`config.mk`:
```
export PLATFORM = sky130hd
export DESIGN_NAME = io_serial_port
export DESIGN_NICKNAME = d
export VERILOG_FILES = /design/src/rtl/basic_computer_pkg.sv /design/src/rtl/io_uart_tx.sv /design/src/rtl/io_serial_port.sv
export SDC_FILE = /design/constraint.sdc
export NUM_CORES = 1
export LEC_CHECK = 0
export CAP_MARGIN = 5
export CORE_UTILIZATION = 40
export CTS_CLUSTER_DIAMETER = 100
export DETAILED_ROUTE_END_ITERATION = 8
export GPL_TIMING_DRIVEN = 1
export RECOVER_POWER = 50
export SYNTH_ARGS = -nofsm -noshare
export SYNTH_HDL_FRONTEND = slang
export SYNTH_HIERARCHICAL = 1
export SYNTH_SLANG_ARGS = --single-unit
```
`constraint.sdc`:
```
create_clock -name clock -period 2.6 [get_ports clock]
set_clock_uncertainty 0.05 [all_clocks]
set_input_delay 0.78 -clock clock [delete_from_list [all_inputs] [get_ports clock]]
set_output_delay 0.78 -clock clock [all_outputs]
set_load 0.05 [all_outputs]
```
`src/rtl/basic_computer_pkg.sv`:
```
// Shared definitions for the basic computer serial I/O slice.
// Both the receiver and the transmitter use the same four-phase frame walk,
// so they share one state encoding.

package basic_computer_pkg;

   typedef enum logic [1:0] {
      SER_IDLE  = 2'd0,
      SER_START = 2'd1,
      SER_DATA  = 2'd2,
      SER_STOP  = 2'd3
   } ser_state_e;

   // 50 MHz system clock at 115200 baud.
   localparam int DEFAULT_CLKS_PER_BIT = 434;

endpackage

```
`src/rtl/io_uart_tx.sv`:
```
// Transmit half of the serial port: holds OUTR, serialises it as an 8N1 frame
// and reports readiness through fgo. A load request while busy is ignored.

module io_uart_tx
   import basic_computer_pkg::*;
#(
   parameter int CLKS_PER_BIT = DEFAULT_CLKS_PER_BIT
) (
   input  logic       clock,
   input  logic       reset_n,
   input  logic [7:0] outr_in,
   input  logic       out_ld,
   output logic       tx,
   output logic       fgo
);

   localparam int CW = $clog2(CLKS_PER_BIT);
   localparam logic [CW-1:0] BIT_RELOAD = CW'(CLKS_PER_BIT - 1);

   ser_state_e    state_q, state_d;
   logic [CW-1:0] cnt_q, cnt_d;
   logic [2:0]    bit_q, bit_d;
   logic [7:0]    outr_q, outr_d;
   logic          cnt_zero;

   assign cnt_zero = (cnt_q == '0);

   // State register: frame phase, bit timer, bit index and the OUTR holding register.
   always_ff @(posedge clock or negedge reset_n) begin
      if (!reset_n) begin
         state_q <= SER_IDLE;
         cnt_q   <= '0;
         bit_q   <= '0;
         outr_q  <= '0;
      end else begin
         state_q <= state_d;
         cnt_q   <= cnt_d;
         bit_q   <= bit_d;
         outr_q  <= outr_d;
      end
   end

   // Next-state logic: each phase lasts one full bit time, counted down to zero.
   always_comb begin
      state_d = state_q;
      cnt_d   = cnt_q;
      bit_d   = bit_q;
      outr_d  = outr_q;
      case (state_q)
         SER_IDLE: begin
            if (out_ld) begin
               outr_d  = outr_in;
               cnt_d   = BIT_RELOAD;
               bit_d   = '0;
               state_d = SER_START;
            end
         end
         SER_START: begin
            if (cnt_zero) begin
               cnt_d   = BIT_RELOAD;
               state_d = SER_DATA;
            end else begin
               cnt_d = cnt_q - CW'(1);
            end
         end
         SER_DATA: begin
            if (cnt_zero) begin
               cnt_d = BIT_RELOAD;
               if (bit_q == 3'd7) begin
                  state_d = SER_STOP;
               end else begin
                  bit_d = bit_q + 3'd1;
               end
            end else begin
               cnt_d = cnt_q - CW'(1);
            end
         end
         SER_STOP: begin
            if (cnt_zero) begin
               state_d = SER_IDLE;
            end else begin
               cnt_d = cnt_q - CW'(1);
            end
         end
         default: begin
            state_d = SER_IDLE;
         end
      endcase
   end

   // Output logic: line level per phase, ready flag whenever no frame is in flight.
   always_comb begin
      tx  = 1'b1;
      fgo = 1'b0;
      case (state_q)
         SER_IDLE: begin
            tx  = 1'b1;
            fgo = 1'b1;
         end
         SER_START: tx = 1'b0;
         SER_DATA:  tx = outr_q[bit_q];
         SER_STOP:  tx = 1'b1;
         default:   tx = 1'b1;
      endcase
   end

endmodule

```
`src/rtl/io_serial_port.sv`:
```
// Serial I/O port for the 16-bit basic computer. The receive path synchronises
// the rx pin, samples each 8N1 frame at mid-bit and presents the byte as INPR
// with the FGI flag; the transmit path lives in io_uart_tx.

module io_serial_port
   import basic_computer_pkg::*;
#(
   parameter int CLKS_PER_BIT = DEFAULT_CLKS_PER_BIT,
   parameter int SYNC_STAGES  = 2
) (
   input  logic       clock,
   input  logic       reset_n,
   input  logic       rx,
   output logic       tx,
   output logic [7:0] inpr,
   output logic       fgi,
   input  logic       fgi_clr,
   input  logic [7:0] outr_in,
   input  logic       out_ld,
   output logic       fgo,
   output logic       overrun,
   output logic       frame_err
);

   localparam int CW = $clog2(CLKS_PER_BIT);
   localparam logic [CW-1:0] BIT_RELOAD  = CW'(CLKS_PER_BIT - 1);
   localparam logic [CW-1:0] HALF_RELOAD = CW'(CLKS_PER_BIT / 2 - 1);

   logic [SYNC_STAGES-1:0] sync_q, sync_d;
   logic                   rxs;

   ser_state_e    rx_state_q, rx_state_d;
   logic [CW-1:0] rx_cnt_q, rx_cnt_d;
   logic [2:0]    rx_bit_q, rx_bit_d;
   logic          rx_cnt_zero;

   logic [7:0] shift_q, shift_d;
   logic [7:0] inpr_q, inpr_d;
   logic       fgi_q, fgi_d;
   logic       overrun_q, overrun_d;
   logic       frame_err_q, frame_err_d;

   logic rx_sample;
   logic rx_stop_ok;
   logic rx_stop_bad;

   assign rxs         = sync_q[SYNC_STAGES-1];
   assign rx_cnt_zero = (rx_cnt_q == '0);

   // Metastability chain: the pin enters at bit 0 and the FSM only ever sees the last stage.
   always_comb begin
      sync_d = {sync_q[SYNC_STAGES-2:0], rx};
   end

   // Synchroniser flops reset to the idle-high line level so no false start follows reset.
   always_ff @(posedge clock or negedge reset_n) begin
      if (!reset_n) begin
         sync_q <= '1;
      end else begin
         sync_q <= sync_d;
      end
   end

   // RX state register together with the receive datapath and the sticky flags.
   always_ff @(posedge clock or negedge reset_n) begin
      if (!reset_n) begin
         rx_state_q  <= SER_IDLE;
         rx_cnt_q    <= '0;
         rx_bit_q    <= '0;
         shift_q     <= '0;
         inpr_q      <= '0;
         fgi_q       <= 1'b0;
         overrun_q   <= 1'b0;
         frame_err_q <= 1'b0;
      end else begin
         rx_state_q  <= rx_state_d;
         rx_cnt_q    <= rx_cnt_d;
         rx_bit_q    <= rx_bit_d;
         shift_q     <= shift_d;
         inpr_q      <= inpr_d;
         fgi_q       <= fgi_d;
         overrun_q   <= overrun_d;
         frame_err_q <= frame_err_d;
      end
   end

   // RX next-state: half a bit to reach mid start bit, then whole bits to each later midpoint.
   always_comb begin
      rx_state_d = rx_state_q;
      rx_cnt_d   = rx_cnt_q;
      rx_bit_d   = rx_bit_q;
      case (rx_state_q)
         SER_IDLE: begin
            if (!rxs) begin
               rx_cnt_d   = HALF_RELOAD;
               rx_bit_d   = '0;
               rx_state_d = SER_START;
            end
         end
         SER_START: begin
            if (rx_cnt_zero) begin
               if (rxs) begin
                  rx_state_d = SER_IDLE;
               end else begin
                  rx_cnt_d   = BIT_RELOAD;
                  rx_state_d = SER_DATA;
               end
            end else begin
               rx_cnt_d = rx_cnt_q - CW'(1);
            end
         end
         SER_DATA: begin
            if (rx_cnt_zero) begin
               rx_cnt_d = BIT_RELOAD;
               if (rx_bit_q == 3'd7) begin
                  rx_state_d = SER_STOP;
               end else begin
                  rx_bit_d = rx_bit_q + 3'd1;
               end
            end else begin
               rx_cnt_d = rx_cnt_q - CW'(1);
            end
         end
         SER_STOP: begin
            if (rx_cnt_zero) begin
               rx_state_d = SER_IDLE;
            end else begin
               rx_cnt_d = rx_cnt_q - CW'(1);
            end
         end
         default: begin
            rx_state_d = SER_IDLE;
         end
      endcase
   end

   // RX outputs: mid-bit strobes for data sampling and for judging the stop bit.
   always_comb begin
      rx_sample   = 1'b0;
      rx_stop_ok  = 1'b0;
      rx_stop_bad = 1'b0;
      if (rx_cnt_zero) begin
         case (rx_state_q)
            SER_DATA: rx_sample = 1'b1;
            SER_STOP: begin
               rx_stop_ok  = rxs;
               rx_stop_bad = !rxs;
            end
            default: begin
               rx_sample = 1'b0;
            end
         endcase
      end
   end

   // Receive datapath: LSB-first shift, INPR hand-off and flag bookkeeping.
   // A completing byte in the same cycle as fgi_clr counts as consumed-then-refilled.
   always_comb begin
      shift_d     = shift_q;
      inpr_d      = inpr_q;
      fgi_d       = fgi_q;
      overrun_d   = overrun_q;
      frame_err_d = frame_err_q;
      if (rx_sample) begin
         shift_d = {rxs, shift_q[7:1]};
      end
      if (fgi_clr) begin
         fgi_d       = 1'b0;
         overrun_d   = 1'b0;
         frame_err_d = 1'b0;
      end
      if (rx_stop_ok) begin
         if (!fgi_q || fgi_clr) begin
            inpr_d = shift_q;
            fgi_d  = 1'b1;
         end else begin
            overrun_d = 1'b1;
         end
      end
      if (rx_stop_bad) begin
         frame_err_d = 1'b1;
      end
   end

   assign inpr      = inpr_q;
   assign fgi       = fgi_q;
   assign overrun   = overrun_q;
   assign frame_err = frame_err_q;

   io_uart_tx #(
      .CLKS_PER_BIT(CLKS_PER_BIT)
   ) u_tx (
      .clock   (clock),
      .reset_n (reset_n),
      .outr_in (outr_in),
      .out_ld  (out_ld),
      .tx      (tx),
      .fgo     (fgo)
   );

endmodule

```
**After elaboration in Yosys (flattened, before gate mapping)**

Index checks and enable logic that the tools add are counted.
W data, S select, Z words.

- Memories: 0
- Bits in read-only memories: 0
- Latch bits: 0
- Bits in writable memories: 0
- Bits of input ports: 13
- Output and inout port bits: 13
- Register bits after elaboration: 57

- $mul: 0
- Div/mod/pow operators: 0
- Shifts and indexed selects: 0
- Eq/ne operators: 23
- Add/sub/neg operators: 4
- Magnitude comparators: 1
- Bitwise operators: 0
- Mux-type cells: 49
- Reduce and logical (&&, ||, !) cells: 20

Operator list:

| cell | count |
|---|---|
| $mux W9 | 8 |
| $pmux W9 S4 | 1 |
| $pmux W9 S3 | 1 |
| $mux W2 | 11 |
| $ne A2 B2 Y1 const B | 10 |
| $logic_not A9 Y1 | 2 |
| $mux W3 | 6 |
| $sub A9 B1 Y9 const B | 2 |
| $mux W1 | 16 |
| $pmux W2 S4 | 2 |
| $pmux W3 S2 | 2 |
| $reduce_and A5 Y1 | 2 |
| $eq A2 B2 Y1 const B | 4 |
| $ne A2 B1 Y1 const B | 4 |
| $reduce_and A4 Y1 | 2 |
| $add A3 B1 Y3 const B | 2 |
| $eq A3 B3 Y1 const B | 2 |
| $reduce_and A2 Y1 | 3 |
| $reduce_bool A2 Y1 | 3 |
| $eq A2 B1 Y1 const B | 2 |
| $logic_not A2 Y1 | 2 |
| $lt A3 B4 Y1 const B | 1 |
| $reduce_or A2 Y1 | 2 |
| $bmux W1 S3 | 1 |
| other kinds (5) | 6 |

**Logic depth before layout (Yosys ltp)**

- Depth after elaboration: 4
- Gate-level depth with buffers: 7

**By module**

The synthesis kept the hierarchy.

By module, submodules not included:

| module | cells each | seq. area each (um2) | area each (um2) | instances |
|---|---|---|---|---|
| io_serial_port | 154 | 878.3 | 1774.2 | 1 |
| io_uart_tx | 121 | 550.5 | 1372.6 | 1 |

**Worst setup path before layout**

OpenSTA, ideal clock, no wires.

- Path type: reg-to-output
- Start point: reg u_tx.state_q[0]
- End point: out tx
- Data arrival time: 1.652 ns
- Required time: 1.770 ns
- Path buffers: 0
- Stages on the path, launching flop included: 6
- Path slack: 0.118 ns
- Cell sequence: dfrtp_1 inv_1 ha_1 inv_1 a21oi_1 nor2_1

- Cells in the longest elaborated chain, start to end: 3

Ends and longest elaborated chain:

| what | line | RTL |
|---|---|---|
| from (decl) | io_uart_tx.sv:20 | `ser_state_e state_q, state_d;` |
| from (signal assigned) | io_uart_tx.sv:36 | `state_q <= state_d;` |
| $eq A2 B2 Y1 or $logic_not A2 Y1 (tied branches) | io_uart_tx.sv:95 | `case (state_q)` |
| $reduce_or A2 Y1 (no source line) | - |  |
| $pmux W1 S3 * | io_uart_tx.sv:95 |  |
| to (decl) | io_serial_port.sv:14 | `output logic tx,` |

Every way passes the cells marked *; elsewhere a longest branch is shown, timed or not.

**Worst setup path in the final report**

- Start point: reg u_tx.bit_q[0]
- End point: out tx

- Cells in the longest elaborated chain, start to end: 3

Ends and longest elaborated chain:

| what | line | RTL |
|---|---|---|
| from (decl) | io_uart_tx.sv:22 | `logic [2:0] bit_q, bit_d;` |
| from (signal assigned) | io_uart_tx.sv:38 | `bit_q <= bit_d;` |
| $bmux W1 S3 | io_uart_tx.sv:101 | `SER_DATA: tx = outr_q[bit_q];` |
| $mux W1 (not written as such) | io_uart_tx.sv:101 |  |
| $pmux W1 S3 | io_uart_tx.sv:95 |  |

Every way passes these cells. The select of a mux whose other input is x is not followed.

==> flow_metrics.py <==
metrics = {
    "cts": {
        "clkSlewWorstSetupHoldPaths_ps": 70,
        "clock_latency_ps": 330,
        "clk_path_buf_depth": 2,
        "cts_hold_buf": 0,
        "cts_root_buf": "clkbuf_8",
        "clock-sinks": 57,
        "cts_tree": "built",
        "htree_num_levels": 3,
        "numCtsBuffers": 9,
    },
    "yosys": {
        "synth_ff_type": "dfrtp_1",
        "async_reset_ff_share_pct": 100,
        "synth.distinct_cells": 66,
        "netlist_area_um2": 3150,
        "synth_top_family_by_area": "compound AO/OA/AOI/OAI gates",
        "synth_compound_area_share_pct": 19.0,
        "ys_ff_latch": 57,
        "synth_common_cells": "dfrtp_1, mux2_2, nor2_1",
        "synth_top_area_share_pct": 43.7,
        "synth-simple-area-share_pct": 13.8,
        "ys_warn_count": 6,
        "synth_fa_ha_area_share_pct": 5.96,
        "syn_nets": 303,
        "seq_area_frac_synth_pct": 45.4,
        "synth_top_area_cell": "dfrtp_1",
        "synth-edff-count": 0,
        "synth_mux_area_share_pct": 12.1,
        "yosys-top-cells-area": "dfrtp_1, mux2_2, ha_1",
        "synth.avg_cell_area_um2": 11.4,
        "syn_inst": 275,
        "synth-xor-area-share_pct": 0.557,
        "yosysMostFrequentCell": "dfrtp_1",
    },
    "finish": {
        "synthToLayoutAreaGrowth_pct": 19.6,
        "fin_nets": 339,
        "final_cell_area_um2": 3760,
        "antenna_cells": 0,
        "drive_gt1_share_pct": 24.7,
        "fin_util_pct": 50.8,
    },
    "die": {
        "dieArea_um2": 8230,
        "fp.dieW_um": 90.7,
        "rows": 31,
        "ios": 26,
        "dieHeight_um": 90.7,
        "initial_utilization_pct": 42.5,
        "core-area_um2": 7410,
    },
    "sta": {
        "max_clock_freq_mhz": 375,
        "setup_tns_ps": -66.8,
        "hold_violations": 0,
        "maxSlewViolCount": 0,
        "setup_ws_ps": -66.8,
        "finalSetupViolCount": 1,
        "min_period_ps": 2670,
        "relSlewSlack_pct": 22.8,
        "finalCritPeriodShare_pct": 103,
        "tightest_slew_ps": 1160,
        "rsz0062_at_grt": "true",
    },
    "grt": {
        "grt_pass1_wl_um": 11000,
        "grt_max_degree": 29,
        "grt_pass1_vias": 2288,
        "antenna_found_initial": 0,
        "grtUsageTotal_pct": 16.7,
        "grt-ovfl-total": 0,
    },
    "power_and_ir_drop": {
        "pwr-share-clk_pct": 48.5,
        "vdd_drop_max_mv": 0.338,
        "pwr-share-seq_pct": 49.4,
        "powerDensity_nw_per_um2": 480,
        "power_uw": 1810,
        "p_int_uw": 1370,
        "p_leak_uw": 0.00168,
        "p_sw_share_pct": 24.2,
        "pwr-share-comb_pct": 2.1,
        "p_sw_uw": 438,
    },
    "detailed_routing": {
        "drtPass1Iterations": 4,
        "drt-total-wl_um": 6250,
        "drcViolationCount": 0,
        "via_count": 2276,
        "drt_iter0_drc": 118,
        "ant_nets": 0,
        "via_per_inst": 5.48,
        "wire_per_inst_um": 15.1,
    },
    "critical_path": {
        "crit_type": "reg2out",
        "required_ps": 1770,
        "crit_fanout": 3,
        "crit_arrival_ps": 1840,
        "startpoint_type": "flip-flop",
        "endpoint_kind": "output port",
    },
    "placement": {
        "io_buffers": 25,
        "placed_area_um2": 3550,
        "gp_congestion": 0.753,
        "dpl.hpwl_um": 4480,
    },
    "worst_hold_path": {
        "hold_class": "reg2reg",
    },
    "flow_run": {
        "drv_cap": 0,
    },
    "run_status": {
        "status": "finished, violations left",
        "violations": "setup timing",
    },
}
-- final timing paths --
path	startpoint	end	slack, ps	depth (start not counted)
max	u_tx/bit_q[0]$_DFFE_PN0P_	tx	-70	5
min	sync_q[0]$_DFF_PN1_	sync_q[1]$_DFF_PN1_	310	0
max reg2reg	u_tx/cnt_q[0]$_DFFE_PN0P_	u_tx/bit_q[0]$_DFFE_PN0P_	190	6
min reg2reg	sync_q[0]$_DFF_PN1_	sync_q[1]$_DFF_PN1_	310	0
max in group asynchronous	reset_n	u_tx/bit_q[0]$_DFFE_PN0P_	560	2
min in group asynchronous	reset_n	rx_cnt_q[3]$_DFFE_PN0P_	600	1
-- power by group through the flow --
stage	Clock, uW	Sequential [uW]	Combinational [uW]
2_1_floorplan	0	907	5.29
3_3_place_gp	0	909	44.9
3_5_place_dp	0	909	44.9
4_1_cts	900	891	44.9
5_1_grt	948	892	44.3
6_report	876	891	38.6
-- critical path, stage by stage (launching register included) --
cell and delay (ps):
dfrtp_2 400, mux4_2 500, mux2_4 290, a21oi_4 130, nor2_2 50, buf_6 140
-- cell usage in the layout (no fill, tap or decap), types with 5 or more instances in the layout --
master | Yosys | layout
dfrtp_1 | 55 | 54
mux2_2 | 25 | 24
nor2_1 | 24 | 23
clkdlybuf4s50_1 | 0 | 21
inv_1 | 16 | 15
nand2_1 | 15 | 15
ha_1 | 15 | 15
a21oi_1 | 10 | 9
clkbuf_8 | 0 | 9
nor3_1 | 7 | 7
buf_4 | 1 | 6
o21ai_0 | 5 | 5
-- what timing repair did --
action | in CTS | in global routing
gates resized for setup | 4 | 3
pin swaps | 1 | 0
buffers inserted | 1 | 0
endpoints found under the setup margin | 1 | 1
-- layout make-up --
type / count / area (um^2)
multi-input cells: 194 / 1630
flip-flops and latches: 57 / 1430
clock inverters: 7 / 83.8
clock buffers: 9 / 124
well taps: 99 / 124
inverters: 16 / 60.1
repair buffers: 33 / 309
fillers: 655 / 3640
-- state kept, by name, indices dropped and copies added, names as in the netlist, named ones only --
signal	flops
fgi	1
frame_err	1
inpr	8
overrun	1
rx_bit_q	3
rx_cnt_q	9
rx_state_q	1
shift_q	8
sync_q	2
u_tx/bit_q	3
u_tx/cnt_q	9
u_tx/outr_q	8
u_tx/state_q	2
-- layer usage --
| layer | share of wire, % | wire length (um) | GRT usage (%) | vias to the layer above |
|---|---|---|---|---|
| met5 | 0 | 0 | 0 | - |
| met4 | 1.0 | 64 | 6.05 | 0 |
| met3 | 3.1 | 196 | 3.20 | 7 |
| met2 | 45 | 2820 | 25.5 | 31 |
| met1 | 51 | 3170 | 23.4 | 1116 |
| li1 | - | - | - | 1122 |
-- cells by family (layout without fill, tap and decap cells) --
kind of cell    Yosys count  in the layout
xor+xnor                  2              2
fa+ha+maj                15             15
mux                      32             32
buf+inv                  24             65
simple gates             75             75
compound gates           70             70
flops                    57             57
-- metrics by stage --
stage                     hold WS [ps]  std cells  setup slack (ps)
after floorplan                    295        275               118
after CTS                          308        415             -79.4
final                              307        415             -66.8
after global placement             296        398               189
after detailed placement           297        398               167
after global routing               309        415              -132
No activity file was read; power rests on OpenSTA's default activity.
